## src/rtl/mem_pkg.sv

```systemverilog
// Shared definitions for the data-memory store buffer: default depth,
// word-index width, the buffered entry layout and the byte-lane merge
// used by both the drain and the load-forwarding paths.
package mem_pkg;

  localparam int SB_DEPTH = 4;
  localparam int WORD_W   = 10;

  typedef struct packed {
    logic [WORD_W-1:0] word;
    logic [31:0]       data;
    logic [3:0]        be;
    logic [31:0]       pc;
  } sb_entry_t;

  // Replace each enabled byte lane of base with the matching lane of data.
  function automatic logic [31:0] byte_merge(input logic [31:0] base,
                                             input logic [31:0] data,
                                             input logic [3:0]  be);
    logic [31:0] res;
    res = base;
    for (int i = 0; i < 4; i++) begin
      if (be[i]) res[8*i +: 8] = data[8*i +: 8];
    end
    return res;
  endfunction

endpackage

```

## src/rtl/sb_fwd_merge.sv

```systemverilog
// Store-to-load forwarding network: overlays every valid buffered store to
// the requested word on top of the DM read data, oldest first, so the
// youngest store owns each byte it enables.
module sb_fwd_merge
  import mem_pkg::*;
#(
  parameter int DEPTH = SB_DEPTH,
  parameter int PTR_W = $clog2(DEPTH)
) (
  input  sb_entry_t         entries [DEPTH],
  input  logic [DEPTH-1:0]  validMask,
  input  logic [PTR_W-1:0]  head,
  input  logic [WORD_W-1:0] ldWord,
  input  logic [31:0]       baseWord,
  output logic [31:0]       mergedWord
);

  logic [PTR_W-1:0] idx;

  // Walk from head (oldest) towards tail (youngest); later merges overwrite earlier ones.
  always_comb begin
    mergedWord = baseWord;
    idx        = '0;
    for (int k = 0; k < DEPTH; k++) begin
      idx = head + PTR_W'(k);
      if (validMask[idx] && (entries[idx].word == ldWord)) begin
        mergedWord = byte_merge(mergedWord, entries[idx].data, entries[idx].be);
      end
    end
  end

endmodule

```

## src/rtl/dm_store_buffer.sv

```systemverilog
// In-order store buffer between the MEM stage and the word-addressed data
// memory. Stores are queued and retired one per cycle with a read-merge-write
// whenever the DM port is free; loads see buffered bytes via forwarding.
//
// Handshake: st_valid / ld_valid are requests and ~stall is their ready.
// A store is taken on an edge where st_valid & ~stall; a load completes
// combinationally in any cycle where ld_valid & ~stall. A stalled request
// must be held and re-presented the next cycle.
module dm_store_buffer
  import mem_pkg::*;
#(
  parameter int DEPTH = SB_DEPTH
) (
  input  logic        clk,
  input  logic        reset,
  input  logic        st_valid,
  input  logic [31:0] st_addr,
  input  logic [31:0] st_data,
  input  logic [3:0]  st_be,
  input  logic [31:0] st_pc,
  input  logic        ld_valid,
  input  logic [31:0] ld_addr,
  output logic [31:0] ld_data,
  output logic        stall,
  output logic        empty,
  output logic        MemRead,
  output logic        MemWrite,
  output logic [31:0] MemAddr,
  output logic [31:0] MemData,
  output logic [31:0] MemPC,
  input  logic [31:0] MemRdata
);

  localparam int PTR_W = $clog2(DEPTH);
  localparam int CNT_W = PTR_W + 1;

  sb_entry_t         entries [DEPTH];
  sb_entry_t         headEntry;
  logic [PTR_W-1:0]  head, tail, offs;
  logic [CNT_W-1:0]  count;
  logic [DEPTH-1:0]  validMask;
  logic              full, doPush, doDrain, doLoad;
  logic [WORD_W-1:0] ldWord;
  logic [31:0]       fwdWord;

  assign full      = (count == CNT_W'(DEPTH));
  assign ldWord    = ld_addr[11:2];
  assign headEntry = entries[head];
  // A full buffer always drains, even over a pending load, so the pipeline can progress.
  assign doPush    = st_valid & ~full;
  assign doDrain   = (count != '0) & (~ld_valid | full);
  assign doLoad    = ld_valid & ~full;
  assign stall     = ~reset & (st_valid | ld_valid) & full;
  assign empty     = reset | (count == '0);

  // Entry i is live when its distance from head is below the occupancy count.
  always_comb begin
    validMask = '0;
    offs      = '0;
    for (int i = 0; i < DEPTH; i++) begin
      offs         = PTR_W'(i) - head;
      validMask[i] = ({1'b0, offs} < count);
    end
  end

  // FIFO pointers, occupancy and entry storage.
  always_ff @(posedge clk) begin
    if (reset) begin
      head  <= '0;
      tail  <= '0;
      count <= '0;
    end else begin
      if (doPush) begin
        entries[tail] <= '{word: st_addr[11:2], data: st_data, be: st_be, pc: st_pc};
        tail          <= tail + PTR_W'(1);
      end
      if (doDrain) head <= head + PTR_W'(1);
      case ({doPush, doDrain})
        2'b10:   count <= count + CNT_W'(1);
        2'b01:   count <= count - CNT_W'(1);
        default: count <= count;
      endcase
    end
  end

  sb_fwd_merge #(.DEPTH(DEPTH), .PTR_W(PTR_W)) u_fwd (
    .entries   (entries),
    .validMask (validMask),
    .head      (head),
    .ldWord    (ldWord),
    .baseWord  (MemRdata),
    .mergedWord(fwdWord)
  );

  // DM port mux: drain owns the port when granted, otherwise an unstalled load reads.
  always_comb begin
    MemRead  = 1'b0;
    MemWrite = 1'b0;
    MemAddr  = '0;
    MemData  = '0;
    MemPC    = '0;
    ld_data  = '0;
    if (!reset) begin
      if (doDrain) begin
        MemRead  = 1'b1;
        MemWrite = 1'b1;
        MemAddr  = {20'b0, headEntry.word, 2'b00};
        MemData  = byte_merge(MemRdata, headEntry.data, headEntry.be);
        MemPC    = headEntry.pc;
      end else if (doLoad) begin
        MemRead  = 1'b1;
        MemAddr  = {20'b0, ldWord, 2'b00};
        ld_data  = fwdWord;
      end
    end
  end

endmodule
```

## config.mk

```make
export PLATFORM = sky130hd
export DESIGN_NAME = dm_store_buffer
export DESIGN_NICKNAME = d
export VERILOG_FILES = /design/src/rtl/mem_pkg.sv /design/src/rtl/sb_fwd_merge.sv /design/src/rtl/dm_store_buffer.sv
export SDC_FILE = /design/constraint.sdc
export NUM_CORES = 1
export LEC_CHECK = 0
export ABC_AREA = 1
export ABC_CLOCK_PERIOD_IN_PS = 4800
export CAP_MARGIN = 20
export CORE_UTILIZATION = 50
export DETAILED_ROUTE_END_ITERATION = 10
export PLACE_DENSITY = 0.83
export SLEW_MARGIN = 10
export SYNTH_ARGS = -nofsm -noshare
export SYNTH_HDL_FRONTEND = slang
export SYNTH_SLANG_ARGS = --single-unit
```

## constraint.sdc

```tcl
create_clock -name clk -period 4.8 [get_ports clk]
set_clock_uncertainty 0.05 [all_clocks]
set_input_delay 0.48 -clock clk [delete_from_list [all_inputs] [get_ports clk]]
set_output_delay 0.48 -clock clk [all_outputs]
set_load 0.02 [all_outputs]
```

Word-level counts from Yosys, hierarchy flattened
Index checks and enable logic that the tools add are counted.
{"block": "classes", "n_eq_ne": 7, "reduce_logical": 9, "add_sub_neg": 10, "magnitude_cmp": 14, "mux": 59, "bitwise_logic": 16}
{"op": "two-way mux 78 bit", "count": 9}
{"op": "binary-select mux 78 bit (select 2 bit)", "count": 4}
{"op": "two-way mux 32 bit", "count": 11}
{"op": "bitwise mux 312 bit", "count": 1}
{"op": "demux 78 bit (select 2 bit)", "count": 1}
{"op": "two-way mux 8 bit", "count": 16}
{"op": "== test 10 bit", "count": 4}
{"op": "two-way mux 12 bit", "count": 3}
{"op": ">= comparator 3 bit (second input constant)", "count": 5}
{"op": "NOT 2 -> 3 bit", "count": 5}
{"op": "less-than comparator 2 x 3 -> 1 bit", "count": 4}
{"op": "less-than comparator 2 x 3 -> 1 bit (second input constant)", "count": 4}
{"op": "two-way mux 1 bit", "count": 9}
{"op": "binary-select mux 1 bit (select 2 bit)", "count": 4}
{"op": "case mux 3 bit (2 select lines)", "count": 1}
{"op": "AND 1 bit", "count": 5}
{"op": "logical AND 1 bit", "count": 5}
{"op": "adder 2 x 1 -> 2 bit (second input constant)", "count": 2}
{"op": "adder 2 bit (second input constant)", "count": 2}
{"op": "subtractor 1 x 2 -> 2 bit (first input constant)", "count": 2}
{"op": "subtractor 2 bit (first input constant)", "count": 2}
{"op": "adder 3 x 1 -> 3 bit (second input constant)", "count": 1}
{"op": "== test 3 bit (second input constant)", "count": 1}
{"op": "logical NOT 3 bit", "count": 1}
{"op": "9 further kinds", "count": 13}
{"block": "word_totals", "input_bits": 168, "regBits": 319, "wordCells": 134, "out_inout_bits": 132}

Depth between registers and ports, before layout
{"block": "logic_depth", "word_depth": 16, "depth_mapped": 20, "depth_no_buf": 16}

By module
Synthesis repeated with hierarchy kept, for this count alone.
{"block": "unflattened", "hier_cells": 2775, "area_unflattened_um2": 21030.2}
{"module": "dm_store_buffer", "seq_area_each_um2": 9509.1, "cells_per_inst": 1280, "area_each_um2": 13858.3, "instances": 1}
{"module": "sb_fwd_merge", "seq_area_each_um2": 0.0, "cells_per_inst": 1495, "area_each_um2": 7171.9, "instances": 1}

Worst setup path after synthesis
Ideal clock, no wire load.
{"block": "synth_timing", "kind": "input to register", "from": "input port reset", "to": "register entries[0] (netlist name)", "setup_time_ns": 0.515, "stages": 4, "arrival_time_ns": 4.185, "n_path_buf": 1, "slack_ns": 0.050, "required_ns": 4.235, "cell_sequence": "inv_1 > clkbuf_1 > nand3_1 > nor2_1"}
{"block": "synth_between", "elab_chain_len": 2}
{"item": "from (decl)", "line": "dm_store_buffer.sv:15", "text": "input logic reset,"}
{"item": "NOT 1 bit (no line)"}
{"item": "AND reduction 2 bit (no line)"}
Every way passes these cells.
A chain may end at the register's enable or synchronous reset.

Final worst setup path
{"block": "layout_timing", "from": "register head[1]", "to": "output port ld_data[14]"}
{"block": "layout_between", "elab_chain_len": 16, "elab_cells_between_ends": 54, "classes_between": "7 x add/sub; 4 x order compare; 4 x eq/ne; 31 x mux; 4 x bitwise; 4 x reduce/logical"}
{"item": "from (decl)", "line": "dm_store_buffer.sv:39", "text": "logic [PTR_W-1:0] head, tail, offs;"}
{"item": "from (signal assigned)", "line": "dm_store_buffer.sv:77", "text": "if (doDrain) head <= head + PTR_W'(1);"}
{"item": "parallel branches: the longest is 12 deep, another holds less-than comparator 2 x 3 -> 1 bit"}
{"item": "two-way mux 32 bit *", "line": "sb_fwd_merge.sv:26", "text": "if (validMask[idx] && (entries[idx].word == ldWord)) begin"}
{"item": "two-way mux 32 bit *", "line": "dm_store_buffer.sv:110", "text": "end else if (doLoad) begin"}
{"item": "two-way mux 32 bit *", "line": "dm_store_buffer.sv:104", "text": "if (doDrain) begin"}
{"item": "two-way mux 32 bit *", "line": "dm_store_buffer.sv:103", "text": "if (!reset) begin"}
{"item": "to (decl)", "line": "dm_store_buffer.sv:23", "text": "output logic [31:0] ld_data,"}
Every way passes the cells marked *. The select of a mux whose other input is x is not followed.

==> key figures <==
Placement
  • Placed Cells: 2924
  • IO buf count: 233
  • Pre-CTS setup slack: 298 ps
  • Final GP Congestion: 0.907
  • Detailed Place HPWL: 33.8 mm

GRT
  • Vias in the first global route: 16200
  • First-pass GRT wire length: 82.1 mm
  • Initial antenna violation count: 3
  • Grt ovf: 0
  • Pin count of the biggest net entering global routing: 105
  • Gr usage total: 27.1%

Die
  • Die Y: 196 um
  • Die area: 38400 sq um
  • Row cnt: 70
  • Starting Density: 51.1%
  • Die Width: 196 um
  • Top-Level Pins: 300
  • Core ar.: 36800 sq um

Detailed routing
  • DRC errors left: 0
  • DR iter-0 viols: 1641
  • Vias per cell: 5.70
  • Final wirelength: 53.1 mm
  • DRT Pass-1 Iters: 6
  • Routed Antenna Nets: 0
  • DR WL/cell: 17.7 um
  • Vias: 17100

Clocking
  • CTS buffer count: 35
  • Total clock sinks: 319
  • Hold buffer count at CTS: 0
  • TritonCTS clock tree: yes
  • Worst skew pair latency: 530 ps
  • Root Driver: clkbuf_16
  • H-tree level count: 2
  • CTS max path bufs: 3
  • Reg clk slew, reported paths: 60 ps

Run status
  • Status: finished, final reports clean

STA
  • Final setup viols: 0
  • Final hold vios: 0
  • Setup TNS Final: 0 ps
  • Worst-Margin Slew: 1040 ps
  • Final Max Tran Viols: 0
  • Final worst setup slack: 85.2 ps
  • Tcrit/Tclk final: 98.2%
  • Rel. slew slack: 30.5%
  • Final min period: 4710 ps
  • Max Freq: 212 MHz

Logic synthesis
  • Largest cells by area after synthesis: edfxtp_1, nand2_1, o21ai_0
  • Syn avg cell area: 8.11 sq um
  • Count of state elements after synthesis: 319
  • Netlist cell types: 34
  • Sequential fraction of the synthesis area: 50.6%
  • Yosys top cell area share: 49.9%
  • Post-synthesis cell count: 2318
  • Syn. warnings: 0
  • Mapped cell area: 18800 sq um
  • Area leader, netlist: edfxtp_1

Final layout
  • Layout cell share with drive strength beyond 1: 6.61%
  • Register area: 9520 sq um
  • Finished Layout Cells: 3000
  • # fillers: 2911
  • Layout net count: 2681
  • Multi-input gate area: 7660 sq um
  • Synth-to-layout area growth: 21.5%

Critical path
  • Worst Path Max Fanout: 28
  • Startpoint Class: flip-flop
  • Worst EP arrival: 4180 ps
  • CP max stage cell: clkdlybuf4s50_1
  • Req. time, crit path: 4270 ps
  • CP Cell Sequence: inv_8 -> nand2_2 -> nand2_4 -> ha_1 -> nand3_1 -> nand3_1 -> nand3_1 -> nand4_1 -> nor2_4 -> buf_4 -> nand3_2 -> nand2_1 -> inv_1 -> nand2_1 -> nand2_1 -> a21oi_1 -> clkdlybuf4s50_1
  • WS Path Type: flip-flop to output port
  • Max stage delay on crit path: 670 ps
  • Setup crit end kind: output port

Run
  • Max-cap violations: 0

Pwr
  • Tot Pwr: 12.4 mW
  • Cell Pwr Density: 542 nW/um^2
  • Lkg Pwr: 9.29 nW
  • Worst vdd ir: 412 uV

Worst hold path
  • Hold crit path type: flip-flop to flip-flop
==> power breakdown <==
group	leakage [nW]	internal (mW)	switching (mW)
combinational	5.86	2.01	4.42
clock	0.542	1.52	1.09
sequential	2.89	3.24	0.0866
total	9.29	6.77	5.60
==> placed cells by master, fill, tap and decap left out, drive strengths merged, types with 22 or more instances in the layout <==
| cell | instances |
|---|---|
| a21oi | 46 |
| a31oi | 32 |
| o21ai | 309 |
| nand4 | 66 |
| nand2 | 701 |
| edfxtp | 312 |
| nand3 | 220 |
| inv | 257 |
| buf | 63 |
| or2 | 32 |
| a22oi | 32 |
| clkdlybuf4s50 | 231 |
| nor2 | 64 |
| o211ai | 35 |
| conb | 22 |
| clkbuf | 42 |
==> final timing paths <==
kind / from / to / slack (ps) / cells after the start
max: head[1] / ld_data[14] / 90 / 17
min: count[1] / count[1] / 470 / 2
max reg2reg: count[2] / entries[213] / 2090 / 6
min reg2reg: count[1] / count[1] / 470 / 2
==> sequential cells by signal, indices dropped and copies added, names as in the netlist <==
register,cells
count,3
entries,312
head,2
tail,2
==> metal layers <==
metal  vias to the layer above  share of wire, %  track usage, %
li1                       8205                 -               -
met1                      7879                38            33.0
met2                       867                48            46.1
met3                       140                10            5.86
met4                         0               3.6            12.0
met5                         -                 0               0
==> synth_stat cells <==
library cell	n
a21oi_1	46
a22oi_1	32
a31oi_1	32
buf_1	18
buf_2	38
buf_4	35
buf_6	4
clkbuf_1	74
conb_1	1
dfxtp_1	7
edfxtp_1	312
fa_1	1
ha_1	9
inv_1	253
inv_4	2
nand2_1	698
nand2_2	3
nand3_1	216
nand3_2	4
nand4_1	66
nor2_1	58
nor2_2	4
nor2_4	2
nor3_2	1
nor3_4	1
o211ai_1	35
o21ai_0	289
o21ai_1	19
o21ai_2	1
o22ai_1	10
or2_0	4
or2_1	4
or2_2	24
xor2_1	15
==> repair_timing <==
item                                    in CTS  in global routing
pin swaps                                    1                  3
endpoints found under the setup margin      32                 32
gates resized for setup                      8                 13
buffers inserted                             4                  6
==> per-stage QoR <==
step / instance area [sq um] / util [%] / hold slack, ps
final: 22800 / 62.1 / 475
after global routing: 22800 / 62.1 / 512
after CTS: 22700 / 61.7 / 478
after detailed placement: 21500 / 58.4 / 464
after global placement: 21400 / 58.3 / 450
after floorplan: 18900 / - / 431
==> layout make-up <==
cell class	count	share of cell area, %
diodes	4	0.0438
clock buffers	42	3.95
clock inverters	20	0.942
inverters	255	4.23
multi-input cells	1596	33.6
flip-flops and latches	319	41.7
well taps	468	2.56
repair buffers	296	13.0
==> worst max-delay path, delay by kind of cell, from the launching register on <==
family	cells	cell delay, ps
and+or+nand+nor	11	1610
buffers and inverters	4	1090
AOI/OAI and AO/OA	1	240
adders and majority gates	1	290
DFF	1	410
==> logic make-up after synthesis <==
family	after synthesis	synth area share (%)
flops	319	50.6
fa+ha+maj	10	0.706
other cells	1	0.0200
xor+xnor	15	0.699
compound gates	464	13.5
simple gates	1085	24.8
buf+inv	424	9.61
No activity file was read; power rests on OpenSTA's default activity.
